$ cat src/rtl/timer_controller_param.sv
// mm:ss BCD timer controller: preset entry, count down/up with pause, DONE alarm
// with optional bounded blink, re-edit from STOP and repeat-run from DONE.
module timer_controller_param #(
   parameter int TICK_DIV      = 50000000,
   parameter int BLINK_DIV     = 25000000,
   parameter int ALARM_TOGGLES = 0
) (
   input  logic       CLOCK_50,
   input  logic       reset,
   input  logic       set_p,
   input  logic       run_p,
   input  logic       mode_up,
   input  logic [3:0] din_lo,
   input  logic [3:0] din_hi,
   output logic [3:0] unit_sec,
   output logic [3:0] tens_sec,
   output logic [3:0] unit_min,
   output logic [3:0] tens_min,
   output logic       timesup,
   output logic       alarm,
   output logic       running,
   output logic [2:0] state
);
   localparam int PW = $clog2(TICK_DIV);
   localparam int BW = $clog2(BLINK_DIV);
   localparam int TW = (ALARM_TOGGLES > 1) ? $clog2(ALARM_TOGGLES) : 1;
   localparam logic [PW-1:0] PRESC_LAST = PW'(TICK_DIV - 1);
   localparam logic [BW-1:0] BLINK_LAST = BW'(BLINK_DIV - 1);
   localparam logic [TW-1:0] TOG_LAST   = TW'((ALARM_TOGGLES > 0) ? ALARM_TOGGLES - 1 : 0);

   typedef enum logic [2:0] {
      IDLE = 3'd0, SETSEC = 3'd1, SETMIN = 3'd2, RUN = 3'd3, STOP = 3'd4, DONE = 3'd5
   } state_t;

   typedef struct packed {
      logic [3:0] mt;
      logic [3:0] mu;
      logic [3:0] st;
      logic [3:0] su;
   } bcd_t;

   function automatic logic [3:0] clamp(input logic [3:0] d, input logic [3:0] mx);
      return (d > mx) ? mx : d;
   endfunction

   function automatic bcd_t bcd_dec(input bcd_t v);
      bcd_t r;
      r = v;
      if (v.su != 4'd0) r.su = v.su - 4'd1;
      else begin
         r.su = 4'd9;
         if (v.st != 4'd0) r.st = v.st - 4'd1;
         else begin
            r.st = 4'd5;
            if (v.mu != 4'd0) r.mu = v.mu - 4'd1;
            else begin
               r.mu = 4'd9;
               r.mt = v.mt - 4'd1;
            end
         end
      end
      return r;
   endfunction

   function automatic bcd_t bcd_inc(input bcd_t v);
      bcd_t r;
      r = v;
      if (v.su != 4'd9) r.su = v.su + 4'd1;
      else begin
         r.su = 4'd0;
         if (v.st != 4'd5) r.st = v.st + 4'd1;
         else begin
            r.st = 4'd0;
            if (v.mu != 4'd9) r.mu = v.mu + 4'd1;
            else begin
               r.mu = 4'd0;
               r.mt = v.mt + 4'd1;
            end
         end
      end
      return r;
   endfunction

   state_t        state_q, state_d;
   bcd_t          cnt, preset, cnt_step, reload;
   logic [PW-1:0] presc;
   logic [BW-1:0] blink;
   logic [TW-1:0] toggles;
   logic          mode_q;
   logic [7:0]    sec_in, min_in;
   logic          tick, at_term, empty, blink_wrap, expire;

   // NOTE: every signal gets a default at the top of always_comb so no path infers a latch.
   always_comb begin
      sec_in     = {clamp(din_hi, 4'd5), clamp(din_lo, 4'd9)};
      min_in     = {clamp(din_hi, 4'd9), clamp(din_lo, 4'd9)};
      tick       = (state_q == RUN) && (presc == PRESC_LAST);
      cnt_step   = mode_q ? bcd_inc(cnt) : bcd_dec(cnt);
      at_term    = mode_q ? (cnt_step == preset) : (cnt_step == '0);
      empty      = mode_q ? (preset == '0) : (cnt == '0);
      reload     = mode_q ? '0 : preset;
      blink_wrap = (blink == BLINK_LAST);
      expire     = (ALARM_TOGGLES != 0) && blink_wrap && (toggles == TOG_LAST);
   end

   // NOTE: sequential state uses non-blocking assignments so all registers update together.
   always_ff @(posedge CLOCK_50) begin
      if (reset) state_q <= IDLE;
      else       state_q <= state_d;
   end

   always_comb begin
      state_d = state_q;
      unique case (state_q)
         IDLE:    if (set_p) state_d = SETSEC;
         SETSEC:  if (set_p) state_d = SETMIN;
         SETMIN:  if (set_p) state_d = STOP;
         STOP:    if (set_p) state_d = SETSEC;
                  else if (run_p) state_d = empty ? DONE : RUN;
         RUN:     if (tick && at_term) state_d = DONE;
                  else if (run_p) state_d = STOP;
         DONE:    if (set_p) state_d = SETSEC;
                  else if (run_p) state_d = STOP;
                  else if (expire) state_d = IDLE;
         default: state_d = IDLE;
      endcase
   end

   always_ff @(posedge CLOCK_50) begin
      if (reset) begin
         cnt     <= '0;
         preset  <= '0;
         presc   <= '0;
         blink   <= '0;
         toggles <= '0;
         mode_q  <= 1'b0;
         alarm   <= 1'b0;
      end else begin
         unique case (state_q)
            IDLE:   cnt <= '0;
            SETSEC: begin
               {preset.st, preset.su} <= sec_in;
               cnt <= {preset.mt, preset.mu, sec_in};
            end
            SETMIN: begin
               {preset.mt, preset.mu} <= min_in;
               cnt <= (set_p && mode_up) ? '0 : {min_in, preset.st, preset.su};
               if (set_p) begin
                  mode_q <= mode_up;
                  presc  <= '0;
               end
            end
            RUN: begin
               presc <= tick ? '0 : presc + 1'b1;
               if (tick) cnt <= cnt_step;
            end
            DONE: begin
               if (!set_p && run_p) begin
                  cnt   <= reload;
                  presc <= '0;
               end else if (!set_p && expire) cnt <= '0;
            end
            default: ;
         endcase

         // Alarm restarts high on every entry to DONE and is cleared on any exit.
         if (state_d == DONE && state_q != DONE) begin
            alarm   <= 1'b1;
            blink   <= '0;
            toggles <= '0;
         end else if (state_d == DONE) begin
            if (blink_wrap) begin
               blink   <= '0;
               alarm   <= ~alarm;
               toggles <= toggles + 1'b1;
            end else begin
               blink <= blink + 1'b1;
            end
         end else begin
            alarm <= 1'b0;
         end
      end
   end

   always_comb begin
      state    = state_q;
      timesup  = (state_q == DONE);
      running  = (state_q == RUN);
      unit_sec = cnt.su;
      tens_sec = cnt.st;
      unit_min = cnt.mu;
      tens_min = cnt.mt;
   end
endmodule

$ cat config.mk
export PLATFORM = sky130hd
export DESIGN_NAME = timer_controller_param
export DESIGN_NICKNAME = d
export VERILOG_FILES = /design/src/rtl/timer_controller_param.sv
export SDC_FILE = /design/constraint.sdc
export NUM_CORES = 1
export LEC_CHECK = 0
export ABC_CLOCK_PERIOD_IN_PS = 5820
export CAP_MARGIN = 0
export CORE_MARGIN = 4
export CORE_UTILIZATION = 45
export CTS_CLUSTER_DIAMETER = 60
export DETAILED_ROUTE_END_ITERATION = 6
export GPL_ROUTABILITY_DRIVEN = 0
export HOLD_SLACK_MARGIN = 0.1
export PLACE_DENSITY = 0.6
export SKIP_LAST_GASP = 1
export SLEW_MARGIN = 20
export SYNTH_ARGS = -nofsm -noshare
export SYNTH_HDL_FRONTEND = slang
export SYNTH_SLANG_ARGS = --single-unit
$ cat constraint.sdc
create_clock -name CLOCK_50 -period 5.82 [get_ports CLOCK_50]
set_input_delay 1.164 -clock CLOCK_50 [delete_from_list [all_inputs] [get_ports CLOCK_50]]
set_output_delay 1.164 -clock CLOCK_50 [all_outputs]
set_load 0.05 [all_outputs]
==> flow_metrics.tcl <==
set metrics [dict create \
    multi_input_area_mm2 0.00400 \
    grt_setup_unrepaired "false" \
    fin_util 0.510 \
    yosysSeqAreaShare 0.290 \
    max-vdd-ir-drop_uv 149 \
    grtUsageMet3 0.0352 \
    p_per_area_mw_per_mm2 205 \
    fin_ws_ns 1.52 \
    clock_sink_count 88 \
    clock_latency_ns 0.35 \
    tightest_slew_ns 0.847 \
    synthToLayoutAreaGrowth_pct 11.1 \
    port_buffers 34 \
    syn_area_mm2 0.00608 \
    arrival_ns 3.13 \
    root_buffer "clkbuf_16" \
    cts_buffers 9 \
    fmax_mhz 233 \
    worstSetupPathType "reg -> out" \
    drtIter0Drc 606 \
    cts_tree "yes" \
    wire_per_inst_um 18.1 \
    outcome "complete, no violations" \
    cp_max_fo 17 \
    min_to "blink[1]" \
    synthArstFlopShare 0 \
    grtUsageTotal 0.223 \
    place_ws_ns 1.55 \
    post-cts-setup-buffers 0 \
    die_w_um 124 \
    vias_per_cell 6.19 \
    fin_skew_ns 0.00793 \
    finalInstanceArea_mm2 0.00675 \
    antenna_found_initial 0 \
    busiest_layer "met2" \
    fillerInstances 1300 \
    synth_cell_types 81 \
    syn-num-nets 808 \
    rows 42 \
    min_path_cells 2 \
    start_util 0.459 \
    cts_hold_buf 0 \
    min_path_type "reg -> reg" \
    syn_avg_cell_area_um2 7.73 \
    synth_flop_cell "dfxtp_1" \
    ctsResizeCount 0 \
    via_count 5985 \
    synth-edff-count 0 \
    instances_no_fill 967 \
    p_leak_nw 2.36 \
    postSynthCellCount 787 \
    place_hpwl_mm 12.7 \
    drc_errors 0 \
    setup_tns_ns 0 \
    maxSlewHeadroom 0.434 \
    reg2reg_from "unit_sec[0]" \
    seq_area_mm2 0.00176 \
    grtUsageMet2 0.360 \
    boundaryPins 35 \
    placed_cells 951 \
    cts.reportedPaths.clkPinSlew_ns 0.06 \
    die_h_um 124 \
    synth-seq-cells 88 \
    core-area_mm2 0.0132 \
    use_met1 0.292 \
    ys_warn_count 0 \
    drt_pre_antenna_iters 5 \
    r2r_slack_ns 1.70 \
    slew_violations 0 \
    cts-htree-levels 3 \
    reg2reg_depth 11 \
    cp_data_required_time_ns 4.66 \
    cp-start-kind "flip-flop" \
    setup_violations 0 \
    rr_endpoint "blink[1]" \
    grt_pass1_wl_mm 28.9 \
    finalCritPeriodShare 0.739 \
    hold_ws_ns 0.496 \
    clockBufferDepth 2 \
    drive_gt1_frac 0.0771 \
    placed_cell_area_mm2 0.00645 \
    hold_viol 0 \
    p_total_mw 1.38 \
    fin_crit_ns 4.30 \
    ant_nets 0 \
    max_cap_viol_count 0 \
    hold_start "blink[1]" \
    grt_pass1_vias 5703 \
    grt_max_degree 59 \
    antenna_cells 0 \
    wl_mm 17.5 \
    grt_overflow 0 \
    dieArea_mm2 0.0154 \
    end_kind "primary output" \
    finalNetCount 807 \
]
## registers in the layout, indices dropped and copies added, names as in the netlist
name and flops:
unit_min 4, preset 16, unit_sec 4, blink 25
tens_sec 4, mode_q 1, state 3, presc 26
alarm 1, tens_min 4
## worst max-delay path, stage by stage (launching register included)
cell and delay [ns]:
dfxtp_1 0.66, nand3b_1 0.56, inv_1 0.64, clkdlybuf4s50_1 0.91
## cell usage after synthesis (13+ instances only)
cell type   n  share of area
a21oi_1    47          0.039
xor2_1     22          0.032
clkbuf_1   36          0.022
dfxtp_1    88           0.29
nand4_1    17          0.017
inv_1      30          0.019
and3_1     20          0.021
a31o_2     17          0.024
xnor2_1    26          0.037
nor2_1     98          0.061
nand2_1    77          0.048
nor2b_1    15          0.015
a22oi_1    13          0.016
o21ai_0    29          0.024
nor3_1     14          0.012
nand3_1    21          0.017
## cells in the final DEF, fill, tap and decap left out, types with 7 or more instances in the layout
cell type,netlist,layout
a21oi_1,47,45
a22oi_1,13,13
a31o_2,17,17
a31oi_1,7,7
and3_1,20,20
clkbuf_16,0,9
clkdlybuf4s50_1,0,33
dfxtp_1,88,88
ha_1,8,8
inv_1,30,30
mux2i_1,10,10
nand2_1,77,77
nand2b_1,10,10
nand3_1,21,21
nand4_1,17,17
nor2_1,98,98
nor2b_1,15,15
nor3_1,14,14
nor4b_1,7,7
o21ai_0,29,29
o311ai_0,7,7
o32ai_1,10,10
or2_2,7,7
xnor2_1,26,26
xor2_1,22,22
## kinds of logic after synthesis
group,after synthesis,synth area share
buffers and inverters,80,0.0533
DFF,88,0.290
muxes,13,0.0239
xor gates and xnor gates,48,0.0691
adders and majority gates,8,0.0165
AOI/OAI and AO/OA,206,0.247
and+or+nand+nor,344,0.300
## per-layer routing
metal | part of all wire | up-vias
met5 | 0 | -
met4 | 0.031 | 0
met3 | 0.053 | 41
met2 | 0.46 | 199
met1 | 0.45 | 2849
li1 | - | 2896
## power breakdown
group / switching, mW / internal (mW) / total, mW / leakage [nW]
logic: 0.114 / 0.0676 / 0.181 / 1.52
clock network: 0.241 / 0.332 / 0.573 / 0.132
registers: 0.0181 / 0.610 / 0.628 / 0.710
## area by class of cell
| type | instances | area share |
|---|---|---|
| clock buffers | 11 | 0.0345 |
| clock inverters | 5 | 0.00852 |
| inverters | 30 | 0.0167 |
| multi-input cells | 619 | 0.593 |
| flip-flops and latches | 88 | 0.261 |
| well taps | 176 | 0.0326 |
| repair buffers | 38 | 0.0541 |
## worst max-delay path by stage
stage	startpoint	to	slack [ns]
global placement	run_p	blink[23]	1.64
CTS	state[0]	running	1.55
detailed placement	run_p	blink[13]	1.55
finish	state[0]	running	1.52
global route	unit_sec[0]	blink[1]	1.25
floorplan	unit_sec[0]	blink[17]	2.26
Power figures use the tool's default switching activity.
